### src/rtl/program_counter.sv
// 16-bit program counter for the minicpu datapath. On each rising clock edge it clears, loads,
// increments or holds, in that order of priority.
`timescale 1ns / 100ps
module program_counter (
  input  logic [15:0] in_i,
  input  logic        inc_i,
  input  logic        load_i,
  input  logic        reset_i,
  output logic [15:0] out_o,
  input  logic        clock_i
);

  logic [15:0] pc_d;
  logic [15:0] pc_q;

  // Reset beats load, and load beats increment. The increment wraps modulo 2^16.
  always_comb begin
    pc_d = pc_q;
    if (reset_i) begin
      pc_d = 16'h0000;
    end else if (load_i) begin
      pc_d = in_i;
    end else if (inc_i) begin
      pc_d = pc_q + 16'd1;
    end
  end

  always_ff @(posedge clock_i) begin
    pc_q <= pc_d;
  end

  assign out_o = pc_q;

endmodule

### config.mk
export PLATFORM = sky130hd
export DESIGN_NAME = program_counter
export DESIGN_NICKNAME = d
export VERILOG_FILES = /design/src/rtl/program_counter.sv
export SDC_FILE = /design/constraint.sdc
export NUM_CORES = 1
export LEC_CHECK = 0
export ABC_AREA = 1
export CORE_MARGIN = 5
export CORE_UTILIZATION = 40
export CTS_CLUSTER_SIZE = 28
export DETAILED_ROUTE_END_ITERATION = 6
export GPL_TIMING_DRIVEN = 0
export MAX_ROUTING_LAYER = met4
export PLACE_DENSITY_LB_ADDON = 0.2
export SKIP_LAST_GASP = 1
export SLEW_MARGIN = 0
export SYNTH_ARGS = -nofsm -noshare
export SYNTH_HDL_FRONTEND = slang
export SYNTH_SLANG_ARGS = --single-unit
export TNS_END_PERCENT = 1
### constraint.sdc
create_clock -name clock_i -period 1.2 [get_ports clock_i]
set_input_delay 0.12 -clock clock_i [delete_from_list [all_inputs] [get_ports clock_i]]
set_output_delay 0.12 -clock clock_i [all_outputs]
set_load 0.05 [all_outputs]
== Word-level counts from Yosys, hierarchy flattened ==
Cells that the tools add are included.
W data, S select, Z words.

* Output and inout port bits: 16
* Register bits: 16

* $add $sub $neg: 1
* Reductions and logical operators: 1
* Mux-type cells: 2

{| class="wikitable"
|+ Operators with widths
! cell !! count
|-
| $mux W16 || 2
|-
| $add A16 B1 Y16 const B || 1
|-
| $reduce_bool A2 Y1 || 1
|}

== Logic depth before layout (Yosys ltp) ==
* Depth in word-level cells: 3
* Mapped depth: 8
* Depth with buffers taken out: 8

== Least setup slack after synthesis ==
OpenSTA, ideal clock, no wires.

* Path kind: reg2reg
* Start: register pc_q[0], in the netlist out_o[0]
* End: register pc_q[10], in the netlist out_o[10]
* Cell stages (with the launch flop): 9
* Data required time: 1.068 ns
* Path slack: -0.483 ns
* Buffers on the path: 0
* Arrival: 1.550 ns
* Path through: dfxtp_1 -> ha_1 -> nand3_2 -> inv_1 -> nand2_1 -> nor2_1 -> nand2_1 -> nand3_1 -> a21oi_1

* Longest elaborated chain between the ends: 3

{| class="wikitable"
|+ RTL lines
! what !! RTL line !! source
|-
| start: declaration || 14 || <nowiki>logic [15:0] pc_q;</nowiki>
|-
| start signal: assignment || 29 || <nowiki>pc_q <= pc_d;</nowiki>
|-
| $add A16 B1 Y16 || 24 || <nowiki>pc_d = pc_q + 16'd1;</nowiki>
|-
| $mux W16 || 23 || <nowiki>end else if (inc_i) begin</nowiki>
|-
| $mux W16 || 21 || <nowiki>end else if (load_i) begin</nowiki>
|}

Every way passes these cells. The select of a mux whose other input is x is not followed.
A chain may end at the register's enable or synchronous reset.

== Worst setup path after layout ==
* Start: register pc_q[0], in the netlist out_o[0]
* End: output port out_o[0]

{| class="wikitable"
|+ RTL lines
! what !! RTL line !! source
|-
| end: declaration || 9 || <nowiki>output logic [15:0] out_o,</nowiki>
|}

No word-level cell between the ends.

==> impl_metrics.json <==
{
  "required_ps": 1080,
  "met1_usage_pct": 23.2,
  "grtUsageTotal_pct": 17.3,
  "synth_top_cell_by_area": "dfxtp_1",
  "slew_viol_final": 0,
  "finalSetupTns_ps": -1650,
  "ant_nets": 0,
  "fin_nets": 209,
  "drc": 0,
  "startpoint_type": "flip-flop",
  "hold_buffers": 0,
  "ctsHtreeMaxLevel": 1,
  "hold_path_class": "in -> reg",
  "worst_path_max_delay_cell": "clkdlybuf4s15_1",
  "n_fill_cell": 226,
  "p_int_mw": 0.892,
  "place_inst": 213,
  "rsz0062_at_grt": "true",
  "first_pass_iters": 4,
  "cts_made_buffers": 3,
  "slew_headroom_pct": 66.6,
  "layout_commonest_cell": "nand2_1",
  "area_growth_pct": 48.1,
  "instances_no_fill": 217,
  "grt_pass1_wl_um": 4690,
  "met3_usage_pct": 3.02,
  "antenna_cells": 0,
  "synth_fp_nets": 169,
  "antenna_found_initial": 0,
  "dp_hpwl_um": 2110,
  "start_util_pct": 41.2,
  "max-vdd-ir-drop_mv": 0.566,
  "p_leak_nw": 0.577,
  "viasPerCell": 5.20,
  "worst_slew_pin_slew_ps": 502,
  "vias": 1128,
  "seq_area_um2": 362,
  "cts_sinks": 16,
  "violations": "negative setup slack",
  "drive_above_1_share_pct": 21.9,
  "cts_tree": "built",
  "clk_pin_slew_ps": 100,
  "cap_violations": 0,
  "largest_reg_flops": 16,
  "crit_path_max_fanout": 6,
  "busiest_layer": "met2",
  "synth.area.top_cells": "dfxtp_1, nand2_1, a22oi_1",
  "hold_violations": 0,
  "synth-warning-count": 0,
  "ys_seq_area_share_pct": 31.7,
  "wl_per_cell_um": 12.7,
  "synth_top_area_share_pct": 31.7,
  "power_mw": 1.35,
  "swShare_pct": 33.9,
  "die_w_um": 60.3,
  "fmax_mhz": 760,
  "end_kind": "primary output",
  "worstPathCellList": "clkdlybuf4s15_1",
  "status": "finished, violations left",
  "synth_cells": 148,
  "io_buffers": 35,
  "die_h_um": 60.3,
  "io_pins": 36,
  "power_density_nw_per_um2": 900,
  "gr-total-overflow": 0,
  "met2_usage_pct": 25.8,
  "clockBufferDepth": 2,
  "skew_ps": 2.12,
  "rows": 18,
  "max_stage_delay_ps": 500,
  "avgSynthCellArea_um2": 6.83,
  "clkPwrFrac_pct": 27.9,
  "fin_ws_ps": -116,
  "multiInputGateArea_um2": 637,
  "drtIter0Drc": 81,
  "fin_crit_ps": 1320,
  "netlist_area_um2": 1010,
  "grt_max_degree": 11,
  "cp_num_buf_inv": 1,
  "p_seq_share_pct": 45.6,
  "synth-seq-cells": 16,
  "layout_common_cells": "nand2_1, clkdlybuf4s50_1, nand3_1",
  "clock-root-buffer": "clkbuf_4",
  "p_sw_mw": 0.457,
  "cp_top_family": "buffers and inverters",
  "clk_latency_ps": 290,
  "crit_type": "reg -> out",
  "core_area_um2": 2450,
  "holdWs_ps": 406,
  "place.gp.congestion": 0.899,
  "setup_viol": 25,
  "finalCritPeriodShare_pct": 110,
  "post-cts-setup-buffers": 0,
  "cp.arrival_ps": 1200,
  "dieArea_um2": 3630,
  "synth_cell_type_count": 23,
  "totalWireLength_um": 2750,
  "p_comb_share_pct": 26.6,
  "grt_pass1_vias": 1097
}
cell usage after synthesis:
cell	n
buf_2	1
dfxtp_1	16
inv_1	15
o21ai_0	4
o21ai_1	1
a21oi_1	13
a31oi_1	1
clkbuf_1	2
nor2_4	1
nand2_1	34
buf_4	1
o21bai_2	1
xor2_1	5
nor2_1	8
a22oi_1	10
o21bai_1	3
nand3_2	1
nand3_1	15
ha_1	1
nand2_2	4
nor2_2	6
nand4_1	3
xnor2_1	2
path summary, 6_finish.rpt:
| check | from | endpoint | slack (ps) | cells after the start |
|---|---|---|---|---|
| setup / recovery | out_o[0] | out_o[0] | -120 | 1 |
| hold / removal | in_i[4] | out_o[4] | 410 | 3 |
| setup reg to reg | out_o[0] | out_o[6] | -20 | 6 |
| hold reg to reg | out_o[4] | out_o[4] | 550 | 2 |
per-stage QoR:
step / area, um2 / util [%] / setup slack, ps
2_1_floorplan: 1070 / - / -22.5
3_3_place_gp: 1460 / 59.6 / -313
3_5_place_dp: 1460 / 59.6 / -344
4_1_cts: 1500 / 61.2 / -122
5_1_grt: 1500 / 61.0 / -164
6_report: 1500 / 61.0 / -116
worst reg2reg max path, stage by stage, from the launching register on:
cell and delay [ps]:
dfxtp_4 400, ha_4 150, nand3_4 90, nor2_2 160, xor2_1 170, nand2_1 70
a21oi_1 110
power by group through the flow:
stage | Clock, mW | Sequential [mW] | Combinational (mW)
2_1_floorplan | 0 | 0.733 | 0.106
3_3_place_gp | 0 | 0.625 | 0.370
3_5_place_dp | 0 | 0.626 | 0.374
4_1_cts | 0.386 | 0.614 | 0.361
5_1_grt | 0.418 | 0.623 | 0.385
6_report | 0.376 | 0.615 | 0.358
final cells by class:
cell class                 count  share of cell area, %
timing repair buffer          35                   23.3
inverter                      15                   3.76
tap                           30                   2.51
sequential                    16                   24.1
buffer                         4                   1.34
multi-input combinational    113                   42.5
clock buffer                   4                   2.42
timing repair:
item,in CTS,in global routing
cloned,0,0
gates resized for setup,35,1
endpoints found under the setup margin,27,29
pin swaps,0,0
routing by layer:
layer,share of wire (%),up-vias
met5,0,-
met4,0.58,0
met3,5.1,2
met2,48,31
met1,46,519
li1,-,576
logic make-up after synthesis:
logic type	share of synthesized area, %
flip-flops	31.7
adder cells (fa/ha/maj)	1.24
AO/OA/AOI/OAI	20.3
XOR/XNOR	6.06
buffers and inverters	7.55
AND/OR/NAND/NOR	33.2
Note: power is estimated with default switching activity, not from simulation.
